--- src/rtl/uart_pkg.sv ---
// uart_pkg: shared definitions for the uart_core slice.
//   - TX/RX FSM state encodings
//   - parity mode constants (PARITY_NONE/EVEN/ODD)
//   - oversampling constants (OVERSAMPLE ticks per bit, MID_SAMPLE tick offset)
//   - parity_bit(): parity of a data word, zero-extended to 9 bits
package uart_pkg;

  localparam int unsigned PARITY_NONE = 0;
  localparam int unsigned PARITY_EVEN = 1;
  localparam int unsigned PARITY_ODD  = 2;

  localparam int unsigned OVERSAMPLE  = 16;
  localparam int unsigned MID_SAMPLE  = 8;

  typedef enum logic [2:0] {
    TX_IDLE,
    TX_START,
    TX_DATA,
    TX_PARITY,
    TX_STOP
  } tx_state_t;

  typedef enum logic [2:0] {
    RX_IDLE,
    RX_START,
    RX_DATA,
    RX_PARITY,
    RX_STOP,
    RX_WAIT_HIGH
  } rx_state_t;

  // Zero-extension does not change the XOR, so any width up to 9 fits.
  function automatic logic parity_bit(input logic [8:0] data, input int unsigned mode);
    return (mode == PARITY_ODD) ? ~(^data) : ^data;
  endfunction

endpackage

--- src/rtl/uart_baud_gen.sv ---
// uart_baud_gen: 16x oversample tick generator.
// Ports:
//   clk, reset  - clock, synchronous active-high reset (counter -> 0)
//   restart     - reload the counter now, realigning the tick phase
//   baud_div    - clk cycles per tick; 0 behaves as 1
//   tick        - one-clk pulse each time the counter reaches 0
// A new baud_div takes effect at the next reload.
module uart_baud_gen #(
  parameter int unsigned DIV_WIDTH = 16
) (
  input  logic                 clk,
  input  logic                 reset,
  input  logic                 restart,
  input  logic [DIV_WIDTH-1:0] baud_div,
  output logic                 tick
);

  logic [DIV_WIDTH-1:0] cnt;
  logic [DIV_WIDTH-1:0] reload;

  always_comb begin
    reload = (baud_div == '0) ? '0 : baud_div - DIV_WIDTH'(1);
    tick   = (cnt == '0) && !restart;
  end

  always_ff @(posedge clk) begin
    if (reset) begin
      cnt <= '0;
    end else if (restart || cnt == '0) begin
      cnt <= reload;
    end else begin
      cnt <= cnt - DIV_WIDTH'(1);
    end
  end

endmodule

--- src/rtl/uart_core.sv ---
// uart_core: single-clock UART transceiver with runtime baud divisor.
// Ports:
//   clk, reset      - clock, synchronous active-high reset
//   loopback        - (only with UART_LOOPBACK_EN) RX takes serial_out instead of serial_in
//   baud_div        - clk cycles per 16x oversample tick (0 behaves as 1)
//   tx_valid/tx_data/tx_ready - bus-side transmit handshake
//   serial_out      - TX line, idles high
//   serial_in       - RX line, asynchronous
//   rx_data/rx_valid/rx_parity_err/rx_frame_err - received word, 1-cycle valid, held flags
// Optional feature macro: UART_LOOPBACK_EN.
module uart_core
  import uart_pkg::*;
#(
  parameter int unsigned DATA_WIDTH  = 8,
  parameter int unsigned PARITY_MODE = 1,
  parameter int unsigned STOP_BITS   = 1,
  parameter int unsigned DIV_WIDTH   = 16
) (
  input  logic                  clk,
  input  logic                  reset,
`ifdef UART_LOOPBACK_EN
  input  logic                  loopback,
`endif
  input  logic [DIV_WIDTH-1:0]  baud_div,
  input  logic                  tx_valid,
  input  logic [DATA_WIDTH-1:0] tx_data,
  output logic                  tx_ready,
  output logic                  serial_out,
  input  logic                  serial_in,
  output logic [DATA_WIDTH-1:0] rx_data,
  output logic                  rx_valid,
  output logic                  rx_parity_err,
  output logic                  rx_frame_err
);

  localparam logic [3:0] LAST_TICK = 4'(OVERSAMPLE - 1);
  localparam logic [3:0] MID_TICK  = 4'(MID_SAMPLE - 1);
  localparam logic [3:0] LAST_DATA = 4'(DATA_WIDTH - 1);
  localparam logic [3:0] LAST_STOP = 4'(STOP_BITS - 1);

  // ---------------- TX ----------------
  tx_state_t             tx_state, tx_state_next;
  logic [DATA_WIDTH-1:0] tx_shift;
  logic                  tx_par;
  logic [3:0]            tx_tick_cnt;
  logic [3:0]            tx_bit_idx;
  logic                  tx_tick;
  logic                  tx_accept;
  logic                  tx_bit_end;

  uart_baud_gen #(.DIV_WIDTH(DIV_WIDTH)) u_tx_baud (
    .clk      (clk),
    .reset    (reset),
    .restart  (tx_accept),
    .baud_div (baud_div),
    .tick     (tx_tick)
  );

  always_comb begin
    tx_state_next = tx_state;
    tx_ready      = (tx_state == TX_IDLE);
    tx_accept     = tx_valid && tx_ready;
    tx_bit_end    = tx_tick && (tx_tick_cnt == LAST_TICK);
    serial_out    = 1'b1;
    case (tx_state)
      TX_IDLE: begin
        if (tx_accept) tx_state_next = TX_START;
      end
      TX_START: begin
        serial_out = 1'b0;
        if (tx_bit_end) tx_state_next = TX_DATA;
      end
      TX_DATA: begin
        serial_out = tx_shift[0];
        if (tx_bit_end && tx_bit_idx == LAST_DATA)
          tx_state_next = (PARITY_MODE == PARITY_NONE) ? TX_STOP : TX_PARITY;
      end
      TX_PARITY: begin
        serial_out = tx_par;
        if (tx_bit_end) tx_state_next = TX_STOP;
      end
      TX_STOP: begin
        if (tx_bit_end && tx_bit_idx == LAST_STOP) tx_state_next = TX_IDLE;
      end
      default: tx_state_next = TX_IDLE;
    endcase
  end

  // Tick and bit counters restart on every state change, so each state
  // begins on a fresh bit boundary.
  always_ff @(posedge clk) begin
    if (reset) begin
      tx_state    <= TX_IDLE;
      tx_shift    <= '0;
      tx_par      <= 1'b0;
      tx_tick_cnt <= '0;
      tx_bit_idx  <= '0;
    end else begin
      tx_state <= tx_state_next;
      if (tx_accept) begin
        tx_shift <= tx_data;
        tx_par   <= parity_bit(9'(tx_data), PARITY_MODE);
      end else if (tx_state == TX_DATA && tx_bit_end) begin
        tx_shift <= tx_shift >> 1;
      end
      if (tx_state_next != tx_state) begin
        tx_tick_cnt <= '0;
        tx_bit_idx  <= '0;
      end else begin
        if (tx_tick)    tx_tick_cnt <= tx_tick_cnt + 4'd1;
        if (tx_bit_end) tx_bit_idx  <= tx_bit_idx + 4'd1;
      end
    end
  end

  // ---------------- RX ----------------
  rx_state_t             rx_state, rx_state_next;
  logic                  rx_src;
  logic                  rx_sync1, rx_sync2, rx_prev;
  logic                  rx_fall;
  logic                  rx_tick;
  logic                  rx_restart;
  logic                  rx_sample;
  logic                  rx_stop_done;
  logic [3:0]            rx_tick_cnt;
  logic [3:0]            rx_bit_idx;
  logic [DATA_WIDTH-1:0] rx_shift;
  logic                  rx_par_acc;
  logic                  rx_frame_acc;

  always_comb begin
`ifdef UART_LOOPBACK_EN
    rx_src = loopback ? serial_out : serial_in;
`else
    rx_src = serial_in;
`endif
  end

  uart_baud_gen #(.DIV_WIDTH(DIV_WIDTH)) u_rx_baud (
    .clk      (clk),
    .reset    (reset),
    .restart  (rx_restart),
    .baud_div (baud_div),
    .tick     (rx_tick)
  );

  always_comb begin
    rx_state_next = rx_state;
    rx_fall       = rx_prev && !rx_sync2;
    rx_restart    = (rx_state == RX_IDLE) && rx_fall;
    rx_sample     = rx_tick &&
                    (rx_tick_cnt == ((rx_state == RX_START) ? MID_TICK : LAST_TICK));
    rx_stop_done  = (rx_state == RX_STOP) && rx_sample && (rx_bit_idx == LAST_STOP);
    case (rx_state)
      RX_IDLE: begin
        if (rx_fall) rx_state_next = RX_START;
      end
      RX_START: begin
        if (rx_sample) rx_state_next = rx_sync2 ? RX_IDLE : RX_DATA;
      end
      RX_DATA: begin
        if (rx_sample && rx_bit_idx == LAST_DATA)
          rx_state_next = (PARITY_MODE == PARITY_NONE) ? RX_STOP : RX_PARITY;
      end
      RX_PARITY: begin
        if (rx_sample) rx_state_next = RX_STOP;
      end
      RX_STOP: begin
        // A frame error usually means a break; hold off until the line recovers.
        if (rx_stop_done)
          rx_state_next = (rx_frame_acc || !rx_sync2) ? RX_WAIT_HIGH : RX_IDLE;
      end
      RX_WAIT_HIGH: begin
        if (rx_sync2) rx_state_next = RX_IDLE;
      end
      default: rx_state_next = RX_IDLE;
    endcase
  end

  always_ff @(posedge clk) begin
    if (reset) begin
      rx_sync1      <= 1'b1;
      rx_sync2      <= 1'b1;
      rx_prev       <= 1'b1;
      rx_state      <= RX_IDLE;
      rx_tick_cnt   <= '0;
      rx_bit_idx    <= '0;
      rx_shift      <= '0;
      rx_par_acc    <= 1'b0;
      rx_frame_acc  <= 1'b0;
      rx_data       <= '0;
      rx_valid      <= 1'b0;
      rx_parity_err <= 1'b0;
      rx_frame_err  <= 1'b0;
    end else begin
      rx_sync1 <= rx_src;
      rx_sync2 <= rx_sync1;
      rx_prev  <= rx_sync2;
      rx_state <= rx_state_next;
      rx_valid <= rx_stop_done;

      if (rx_state_next != rx_state) begin
        rx_tick_cnt <= '0;
        rx_bit_idx  <= '0;
      end else begin
        if (rx_tick)   rx_tick_cnt <= rx_tick_cnt + 4'd1;
        if (rx_sample) rx_bit_idx  <= rx_bit_idx + 4'd1;
      end

      case (rx_state)
        RX_IDLE: begin
          rx_par_acc   <= 1'b0;
          rx_frame_acc <= 1'b0;
        end
        RX_DATA: begin
          if (rx_sample) rx_shift <= {rx_sync2, rx_shift[DATA_WIDTH-1:1]};
        end
        RX_PARITY: begin
          if (rx_sample) rx_par_acc <= rx_sync2 ^ parity_bit(9'(rx_shift), PARITY_MODE);
        end
        RX_STOP: begin
          if (rx_sample && !rx_sync2) rx_frame_acc <= 1'b1;
        end
        default: ;
      endcase

      if (rx_stop_done) begin
        rx_data       <= rx_shift;
        rx_parity_err <= rx_par_acc;
        rx_frame_err  <= rx_frame_acc || !rx_sync2;
      end
    end
  end

endmodule

--- config.mk ---
export PLATFORM = sky130hd
export DESIGN_NAME = uart_core
export DESIGN_NICKNAME = d
export VERILOG_FILES = /design/src/rtl/uart_pkg.sv /design/src/rtl/uart_baud_gen.sv /design/src/rtl/uart_core.sv
export SDC_FILE = /design/constraint.sdc
export NUM_CORES = 1
export LEC_CHECK = 0
export ABC_AREA = 0
export BUFFER_PORTS_ARGS = -buffer_cell sky130_fd_sc_hd__clkbuf_2
export CAP_MARGIN = 30
export CORE_MARGIN = 2
export CORE_UTILIZATION = 40
export DETAILED_ROUTE_END_ITERATION = 6
export PLACE_DENSITY_LB_ADDON = 0.05
export SYNTH_ARGS = -nofsm -noshare
export SYNTH_HDL_FRONTEND = slang
export SYNTH_SLANG_ARGS = --single-unit
--- constraint.sdc ---
create_clock -name clk -period 7.9 [get_ports clk]
set_clock_uncertainty 0.2 [all_clocks]
set_input_delay 0.395 -clock clk [delete_from_list [all_inputs] [get_ports clk]]
set_output_delay 0.395 -clock clk [all_outputs]
set_load 0.005 [all_outputs]
# ---- After elaboration in Yosys (flattened, before gate mapping)
# Cells that the tools add are included.
dict set report word_totals {
  regBits 87
  in_bits 28
  out_inout_bits 13
  wordCells 108
}
dict set report classes {
  add_sub_neg 7
  eq_ne 17
  mux 26
  n_bitwise 1
  n_reduce_logical 37
}
# operator n
set op_table {}
lappend op_table {{16-bit logical NOT} 3}
lappend op_table {{16-bit 2-to-1 mux} 3}
lappend op_table {{16-bit by 1-bit subtractor with 16-bit output (second input constant)} 3}
lappend op_table {{3-bit 2-to-1 mux} 12}
lappend op_table {{3-bit case mux with 6 select lines} 1}
lappend op_table {{9-bit parity} 2}
lappend op_table {{4-bit by 1-bit adder with 4-bit output (second input constant)} 4}
lappend op_table {{8-bit 2-to-1 mux} 2}
lappend op_table {{3-bit case mux with 5 select lines} 1}
lappend op_table {{1-bit logical AND} 14}
lappend op_table {{3-bit by 2-bit == test with 1-bit output (second input constant)} 4}
lappend op_table {{3-bit == test (second input constant)} 3}
lappend op_table {{4-bit by 3-bit == test with 1-bit output (second input constant)} 2}
lappend op_table {{4-bit logical NOT} 2}
lappend op_table {{3-bit by 1-bit == test with 1-bit output (second input constant)} 2}
lappend op_table {{3-bit logical NOT} 2}
lappend op_table {{3-bit inequality test} 2}
lappend op_table {{2-bit AND reduction} 3}
lappend op_table {{2-bit nonzero test} 3}
lappend op_table {{4-bit == test} 1}
lappend op_table {{4-bit == test (second input constant)} 1}
lappend op_table {{4-bit 2-to-1 mux} 1}
lappend op_table {{1-bit case mux with 2 select lines} 2}
lappend op_table {{2-bit OR reduction} 2}
lappend op_table {{other kinds (8)} 13}

# ---- Longest topological paths before layout
# Gate-level depths: netlist of run 1.
dict set report depth {
  ltp_word 12
  depth_mapped 9
  depth_no_buf 7
}

# ---- Cells and area by module
# From an unflattened synthesis of run 1, not the netlist that was laid out.
dict set report hier_totals {
  hier_cells 601
  area_unflattened_um2 5097.4
}
# mod instances cells_each area_per_inst_um2 seq_area_each_um2
set by_module_without_submodules {}
lappend by_module_without_submodules {uart_core 1 293 2620.0 1101.1}
lappend by_module_without_submodules {uart_baud_gen 2 154 1238.7 320.3}

# ---- Worst setup path after synthesis of run 1
# Ideal clock, no wire load.
dict set report synth_path {
  path_type {input to register}
  startpoint {input port baud_div[0]}
  endpoint {register u_rx_baud.cnt[8]}
  setup_ps 137
  arrival_ps 2349
  required_time_ps 7563
  setup_slack_ps 5213
  stages 8
  n_path_buf 2
  cell_sequence {inv_1 ha_1 or4b_2 clkbuf_1 or4_1 clkbuf_1 a21oi_1 a211oi_1}
}
dict set report synth_between {
  elab_chain_len 3
  elab_cells_between_ends 4
  classes_between {add/sub: 1; mux: 2; reduce/logical: 1}
}
# item line_no
set synth_lines {}
lappend synth_lines {{start: declaration} uart_core.sv:24} ;# input logic [DIV_WIDTH-1:0] baud_div,
lappend synth_lines {{16-bit by 1-bit subtractor with 16-bit output / 16-bit logical NOT (equally long branches)} uart_baud_gen.sv:22} ;# reload = (baud_div == '0) ? '0 : baud_div - DIV_WIDTH'(1);
lappend synth_lines {{16-bit 2-to-1 mux (*)} uart_baud_gen.sv:22}
lappend synth_lines {{16-bit 2-to-1 mux (*)} uart_baud_gen.sv:29} ;# end else if (restart || cnt == '0) begin
lappend synth_lines {{end signal: assignment} uart_baud_gen.sv:30} ;# cnt <= reload;
lappend synth_lines {{end signal: assignment} uart_baud_gen.sv:32} ;# cnt <= cnt - DIV_WIDTH'(1);
lappend synth_lines {{end: declaration} uart_baud_gen.sv:18} ;# logic [DIV_WIDTH-1:0] cnt;
# Mark *: on every way between the ends. The rest lies on a longest branch, timed or not.
# A chain may end at the register's enable or synchronous reset.

# ---- Worst setup path after layout of run 1
dict set report layout_path {
  startpoint {register u_rx_baud.cnt[2]}
  endpoint {register rx_shift[4]}
}
dict set report layout_between {
  elab_chain_len 4
}
# item line_no
set layout_lines {}
lappend layout_lines {{16-bit logical NOT} uart_baud_gen.sv:23} ;# tick = (cnt == '0) && !restart;
lappend layout_lines {{1-bit logical AND} uart_baud_gen.sv:23}
lappend layout_lines {{1-bit logical AND} uart_core.sv:151} ;# rx_sample = rx_tick &&
lappend layout_lines {{2-bit AND reduction (no line)} -}
lappend layout_lines {{end signal: assignment} uart_core.sv:216} ;# if (rx_sample) rx_shift <= {rx_sync2, rx_shift[DATA_WIDTH-1:1]};
lappend layout_lines {{end: declaration} uart_core.sv:127} ;# logic [DATA_WIDTH-1:0] rx_shift;
# No other way between the ends.

==> metrics.cfg, run 1 <==
[run_status]
status=finished clean

[clocking]
clock_latency_ps=340
htree_num_levels=3
clk_pin_slew_ps=60
clock_path_buffers=2
post_cts_buffers=0
clockRootBuffer=clkbuf_16
hold_buffers=0
cts_tree=yes
post_cts_resized=0
cts.sinks=87
cts_buffers=9

[critical_path]
worst-r2r-cell-count=5
endpoint_kind=register
arrival_ps=2930
startpoint=u_rx_baud.cnt[2]
worstPathMaxFanout=9
rr_startpoint=u_rx_baud.cnt[2]
start_kind=register
crit_required_ps=7910
r2r_setup_slack_ps=4980
r2r_end=rx_shift[4]
cp-endpoint=rx_shift[4]
crit_type=reg -> reg

[route]
firstDrtPassIters=4
routedWlPerCell_um=15.2
vias=4082
wl_mm=11.3
via_per_inst=5.52
ant_nets=0
drt-initial-drc-count=268
drc=0

[synthesis]
ys_ff_latch=87
synth_top_area_share=0.368
yosysUniqueCellTypes=57
syn_area_um2=4740
synth_cells=562
synth-edff-count=0
synth_seq_area_share=0.368
syn-num-nets=600
yosysTopAreaCell=dfxtp_1
postSynthAreaPerCell_um2=8.43
synthFlopType=dfxtp_1
yosysWarnings=0
async_reset_ff_frac=0
synth_area_leaders=dfxtp_1 37%, xnor2_1 6.5%, nor2_1 6.2%

[global_route]
grt_max_degree=70
grt_pass1_vias=4066
grt_pass1_wl_mm=19.4
antenna_found_initial=0
globalRoute.totalOverflow=0
grt_usage=0.188

[timing]
fin_crit_sh=0.370
maxSlewViolCount=0
fmax_ghz=0.342
finalHoldViolCount=0
relSlewSlack=0.478
period_minus_slack_ps=2920
rsz0062_at_grt=no
setup_viol=0
worst_slew_pin_slew_ps=777
tns_ps=0

[cells_and_area]
num_antenna_cells=0
utilization=0.469
layout.nets=630
final_cell_area_um2=5380
drive_above_1_share=0.139
areaGrowthSynthToFinish_pct=13.6

[die]
core_um2=11500
ios=41
rows=39
die_h_um=113
dieArea_um2=12700
start_util=0.413
fp.dieW_um=113

[run]
cap_violations=0

[pwr]
powerDensity_nw_per_um2=259
p_int_w=0.000937
pwr-share-comb=0.278
ir_drop_mv=0.157
p_clk_frac=0.325
p_sw_w=0.000457
power_leakage_nw=1.98
switching_share=0.328
seqPwrFrac=0.397

[place]
postPlaceCellArea_um2=5070
port_buffers=40
place_hpwl_mm=7.97
globalplace.congestion=0.828

[min_path]
worstHoldPathCells=2
min_path_type=in -> reg

[worst max-delay path, stage by stage, from the launching register on]
cell and delay, ps:
dfxtp_1 350, nor4_2 720, nand4_1 460, nor4_4 740, mux2i_1 270, nor2_1 50
[state kept, by name (all words and copies together) (netlist names)]
| signal | flops |
|---|---|
| rx_frame_err | 1 |
| rx_bit_idx | 4 |
| u_tx_baud.cnt | 16 |
| tx_state | 3 |
| tx_par | 1 |
| rx_tick_cnt | 4 |
| tx_tick_cnt | 4 |
| rx_par_acc | 1 |
| rx_prev | 1 |
| u_rx_baud.cnt | 16 |
| rx_sync1 | 1 |
| rx_state | 3 |
| rx_parity_err | 1 |
| rx_frame_acc | 1 |
| rx_sync2 | 1 |
| rx_valid | 1 |
| tx_shift | 8 |
| rx_data | 8 |
| rx_shift | 8 |
| tx_bit_idx | 4 |
[cells in the final DEF, fill, tap and decap left out, types with 6 or more instances in the layout]
master and count:
a2111oi_0 8, a211oi_1 23, a21oi_1 31, buf_4 9
clkbuf_16 9, clkbuf_2 40, dfxtp_1 87, ha_1 10
inv_1 19, mux2i_1 25, nand2_1 32, nand3_1 17
nand4_1 6, nor2_1 78, nor2b_1 9, nor3_1 20
nor4_1 15, o21ai_0 11, or2_2 7, or3_1 6
or4_1 7, xnor2_1 35, xor2_1 21
[synth_stat cells, drive strengths merged (3+ instances only)]
cell type,instances
a211oi,23
o31ai,5
or2,7
inv,19
nor3b,3
nand2b,5
mux2i,25
nor3,20
nor2,78
or4,9
o21ai,11
a21oi,31
nand2,32
o2111ai,3
nand4,6
nor2b,9
xor2,21
o21a,3
or3,6
o211ai,3
buf,3
a311oi,4
ha,10
clkbuf,28
nand3,17
a2111oi,8
nor4,19
dfxtp,87
xnor2,35
[per-layer routing]
metal  vias to the layer above  track usage  share of wire
met5                         -            0              0
met4                         0       0.0732          0.016
met3                        12       0.0332          0.034
met2                        60        0.313           0.47
met1                      1921        0.242           0.48
li1                       2089            -              -
[worst min-delay path by stage]
stage	from	end	slack (ps)
final	serial_in	rx_sync1	30
after global routing	serial_in	rx_sync1	30
after CTS	serial_in	rx_sync1	20
after floorplan	rx_sync1	rx_sync2	190
after detailed placement	rx_sync1	rx_sync2	200
after global placement	rx_sync1	rx_sync2	200
[power by group through the flow]
stage	Sequential (W)	Clock, W	Combinational [W]
after floorplan	0.000547	0	0.000296
after global placement	0.000561	0	0.000384
after detailed placement	0.000562	0	0.000387
after CTS	0.000553	0.000467	0.000390
after global routing	0.000562	0.000483	0.000439
final	0.000554	0.000453	0.000387
[logic make-up after synthesis]
kind of cell,share of synthesized area
muxes,0.0576
and+or+nand+nor,0.245
DFF,0.368
adders and majority gates,0.0264
xor gates and xnor gates,0.104
AOI/OAI and AO/OA,0.158
buffers and inverters,0.0423
[layout make-up]
type / count / area (um2)
Fill cell: 1124 / 6090
Multi-Input combinational cell: 425 / 2800
Sequential cell: 87 / 1740
Timing Repair Buffer: 50 / 273
Clock buffer: 10 / 229
Tap cell: 143 / 179
Clock inverter: 6 / 85.1
Inverter: 19 / 71.3
[per-stage QoR]
step | power (W) | hold WS [ps] | setup WS, ps | instances
global route | 0.00148 | 29.7 | 4670 | 740
floorplan | 0.000842 | 189 | 5210 | 562
finish | 0.00139 | 33.1 | 4980 | 740
detailed placement | 0.000949 | 198 | 4900 | 724
CTS | 0.00141 | 19.6 | 4950 | 740
global placement | 0.000946 | 198 | 4620 | 722
Note: power is estimated with default switching activity, not from simulation.
==> run 2: changes to the inputs <==
==> constraint.sdc (replaced) <==
create_clock -name clk -period 2.95 [get_ports clk]
set_clock_uncertainty 0.2 [all_clocks]
set_input_delay 0.1475 -clock clk [delete_from_list [all_inputs] [get_ports clk]]
set_output_delay 0.1475 -clock clk [all_outputs]
set_load 0.005 [all_outputs]
==> run 2 against run 1 <==
  * Sequential power grew to 2.7 times the previous value
  * Worst hold slack worse by 13 ps
  * Non-clock buffer count is 22 higher
  * Clock-buffer cell count is 2 higher
  * Setup slack worse by 4700 ps
  * Flip-flop and latch count stayed put
  * Maximum frequency is 7.6% higher
  * Critical path depth stayed put
  * Global-route usage is 0.34 points higher
  * Via count is 2.4% higher
  * Critical endpoint is now rx_bit_idx[3]
  * Largest cell class unchanged
  * Largest power group unchanged
==> metrics.cfg, run 2 (same netlist as run 1, synthesis figures left out) <==
[die]
die_h_um=113
core_um2=11500
rows=39
ios=41
fp.dieW_um=113
start_util=0.413
dieArea_um2=12700

[place]
place_hpwl_mm=8.22
globalplace.congestion=0.858
post-place-ws_ps=244
port_buffers=40
dp_cells=734

[critical_path]
crit_type=reg -> reg
endpoint_kind=register
slowest_delay_ps=580
rr_startpoint=u_rx_baud.cnt[10]
worst-r2r-cell-count=5
cp.depth=5
worstPathMaxFanout=8
path_delay_family=simple AND/OR/NAND/NOR gates
cp_cell_sequence=or4_4 > a211o_2 > or4_4 > or3_1 > a22oi_1
r2r_setup_slack_ps=240
cp_num_buf_inv=0
startpoint=u_rx_baud.cnt[10]
cp-endpoint=rx_bit_idx[3]
crit_required_ps=3010
arrival_ps=2780
r2r_end=rx_bit_idx[3]
crit_slowest_cell=or4_4
worst_path_most_repeated_cell=or4_4
start_kind=register

[min_path]
min_path_type=in -> reg

[pwr]
switching_share=0.337
p_clk_frac=0.287
p_int_w=0.00237
pwr-share-comb=0.298
p_sw_w=0.00120
seqPwrFrac=0.416
power_leakage_nw=2.06
finalPower_w=0.00357
powerDensity_nw_per_um2=646
ir_drop_mv=0.467

[timing]
fmax_ghz=0.369
relSlewSlack=0.476
setup_slack_ps=237
tns_ps=0
setup_viol=0
fin_crit_sh=0.920
rsz0062_at_grt=no
finalHoldViolCount=0
worst_slew_pin_slew_ps=777
maxSlewViolCount=0
period_minus_slack_ps=2710

[cells_and_area]
num_antenna_cells=0
drive_above_1_share=0.146
final_common_cell=dfxtp_1
layout_common_cells=87 x dfxtp_1, 78 x nor2_1, 40 x clkbuf_2
fin_cells=761
utilization=0.482
layout.nets=652
areaGrowthSynthToFinish_pct=16.6
top_regs=u_rx_baud.cnt x16, u_tx_baud.cnt x16

[clocking]
cts.sinks=87
clockRootBuffer=clkbuf_16
clock_latency_ps=340
cts_buffers=9
cts_tree=yes
clock_path_buffers=2
post_cts_buffers=0
htree_num_levels=3
clk_pin_slew_ps=60

[route]
routedWlPerCell_um=15.1
drt-initial-drc-count=303
wl_mm=11.5
drc=0
via_per_inst=5.49
vias=4180
ant_nets=0
firstDrtPassIters=5

[global_route]
grt_max_degree=54
globalRoute.totalOverflow=0
antenna_found_initial=0
grt_pass1_vias=3966
grt_pass1_wl_mm=19.8
grt_usage=0.191

[run]
cap_violations=0

[run_status]
status=finished clean

[run 2: what timing repair did]
action | in CTS | in global routing
endpoints found under the hold margin | 13 | 0
gates resized for setup | 0 | 0
setup endpoints to repair | 0 | 0
hold buffers | 12 | 0
[run 2: power by group through the flow]
stage | Sequential (W) | Clock [W] | Combinational (W)
detailed placement | 0.00150 | 0 | 0.00105
global placement | 0.00150 | 0 | 0.00104
global route | 0.00151 | 0.00111 | 0.00121
CTS | 0.00148 | 0.00106 | 0.00107
finish | 0.00148 | 0.00102 | 0.00106
floorplan | 0.00146 | 0 | 0.000792
[run 2: final cells by class]
class	count	area, um2
fill	1095	5950
clock buffer	12	236
inverter	19	71.3
sequential	87	1740
clock inverter	3	21.3
timing repair buffer	72	470
multi-input combinational	425	2800
tap	143	179
[run 2: worst min-delay path by stage]
stage / start / end / cells past startpoint
after global routing: baud_div[12] / u_tx_baud.cnt[12] / 3
after CTS: reset / tx_state[0] / 2
final: reset / tx_state[0] / 2
after global placement: serial_in / rx_sync1 / 2
after floorplan: serial_in / rx_sync1 / 1
after detailed placement: serial_in / rx_sync1 / 2
[run 2: stage by stage]
step / hold slack (ps) / instance area [um2]
5_1_grt: 45.8 / 5520
2_1_floorplan: 51.3 / 4740
4_1_cts: 13.2 / 5520
3_3_place_gp: 136 / 5140
6_report: 20.0 / 5520
3_5_place_dp: 136 / 5140
[run 2: routing by layer]
layer  up-vias  track usage  part of all wire
met5         -            0                 0
met4         0       0.0561            0.0073
met3         8       0.0477             0.036
met2        78        0.306              0.47
met1      1959        0.256              0.49
li1       2135            -                 -
==> run 3: changes to the inputs <==
--- a/config.mk
+++ b/config.mk
@@ -8,6 +8,7 @@
 export ABC_AREA = 0
 export BUFFER_PORTS_ARGS = -buffer_cell sky130_fd_sc_hd__clkbuf_2
 export CAP_MARGIN = 30
+export CORE_ASPECT_RATIO = 0.9
 export CORE_MARGIN = 2
 export CORE_UTILIZATION = 40
 export DETAILED_ROUTE_END_ITERATION = 6
==> run 3 against run 2 <==
  * Utilization grew 0.21 points
  * Register-to-register slack hardly changed
  * Die area is essentially flat
  * Sequential share of layout area is 0.18 points lower
  * Highest routed layer unchanged
==> metrics.cfg, run 3 (same netlist as run 1, synthesis figures left out) <==
[route]
drt-initial-drc-count=219
via_per_inst=5.31
firstDrtPassIters=4
wl_mm=11.2
drc=0
ant_nets=0
routedWlPerCell_um=14.5
vias=4101

[run]
cap_violations=0

[timing]
rsz0062_at_grt=no
maxSlewViolCount=0
fmax_ghz=0.367
setup_viol=0
period_minus_slack_ps=2730
setup_slack_ps=224
worst_slew_pin_slew_ps=763
relSlewSlack=0.478
tns_ps=0
holdWs_ps=41.2
fin_crit_sh=0.924
finalHoldViolCount=0

[pwr]
finalPower_w=0.00367
power_leakage_nw=2.06
powerDensity_nw_per_um2=662
ir_drop_mv=0.368

[die]
die_h_um=107
start_util=0.413
fp.dieW_um=119
rows=37
ios=41
dieArea_um2=12700
core_um2=11500

[clocking]
clock_path_buffers=2
cts.sinks=87
clockRootBuffer=clkbuf_16
htree_num_levels=3
clock_latency_ps=340
post_cts_buffers=0
clk_pin_slew_ps=70
cts_tree=yes
cts_buffers=9

[global_route]
antenna_found_initial=0
grt_pass1_wl_mm=18.6
grt_max_degree=53
globalRoute.totalOverflow=0
grt_usage=0.181
grt_pass1_vias=3854

[run_status]
status=finished clean

[place]
globalplace.congestion=0.836
dp_cells=744
place_hpwl_mm=7.96
post-place-ws_ps=263
port_buffers=40

[critical_path]
slowest_delay_ps=560
crit_slowest_cell=dfxtp_1
cp_cell_sequence=nor3b_1 > mux2_2 > or4_1 > nand3_1 > a22oi_1
cp_num_buf_inv=0
crit_required_ps=2950
endpoint_kind=register
start_kind=register
path_delay_family=simple AND/OR/NAND/NOR gates
worstPathMaxFanout=13
arrival_ps=2730
crit_type=reg -> reg

[cells_and_area]
layout.nets=649
fill_cells=1154
final_common_cell=dfxtp_1
num_antenna_cells=0
top_regs=u_rx_baud.cnt x16, u_tx_baud.cnt x16
areaGrowthSynthToFinish_pct=17.2
layout_common_cells=87 x dfxtp_1, 78 x nor2_1, 40 x clkbuf_2
drive_above_1_share=0.148
fin_cells=772

[min_path]
min_path_type=in -> reg

## run 3: cell count changes in the layout (fill, tap and decap cells not counted)
cell,change
buf_4,-3
clkbuf_1,-3
clkinv_2,+2
inv_6,+2
bufinv_16,+1
clkinv_4,-1
## run 3: final timing paths
| check | from | endpoint | slack, ps | cells after the start |
|---|---|---|---|---|
| max reg2reg | rx_state[0] | rx_bit_idx[3] | 220 | 5 |
| min | baud_div[0] | u_tx_baud.cnt[0] | 40 | 4 |
| min reg2reg | rx_sync1 | rx_sync2 | 210 | 1 |
| max | rx_state[0] | rx_bit_idx[3] | 220 | 5 |
## run 3: layout make-up
cell class,count,area [um2],share of cell area
clock buffer,9,225,0.0406
sequential,87,1740,0.314
multi-input combinational,425,2800,0.505
timing repair buffer,69,448,0.0807
tap,156,195,0.0352
inverter,19,71.3,0.0128
clock inverter,7,70.1,0.0126
## run 3: per-layer routing
| layer | routed length, um | up-vias | GRT usage | part of all wire |
|---|---|---|---|---|
| met2 | 4840 | 70 | 0.281 | 0.43 |
| met1 | 5860 | 1897 | 0.250 | 0.52 |
| met4 | 121 | 0 | 0.0612 | 0.011 |
| li1 | - | 2123 | - | - |
| met3 | 370 | 11 | 0.0356 | 0.033 |
| met5 | 0 | - | 0 | 0 |
## run 3: through the flow
stage                     utilization  cell area, um2
final                           0.484            5550
after global routing            0.484            5550
after CTS                       0.484            5550
after detailed placement        0.447            5140
after global placement          0.447            5140
after floorplan                     -            4740
## run 3: worst register-to-register path: stages, from the launching register on
cell and delay, ps:
dfxtp_1 560, nor3b_1 380, mux2_2 470, or4_1 560
nand3_1 290, a22oi_1 140
## run 3: timing repair
action                                  in CTS  in global routing
hold endpoints to repair                    13                  0
endpoints found under the setup margin       0                  0
gates resized for setup                      0                  0
hold buffers                                12                  0
## run 3: where the power goes
part	total (W)	internal (W)	switching (W)	leakage [nW]
combinational	0.00106	0.000475	0.000586	1.21
clock	0.00114	0.000658	0.000479	0.146
sequential	0.00148	0.00132	0.000153	0.711
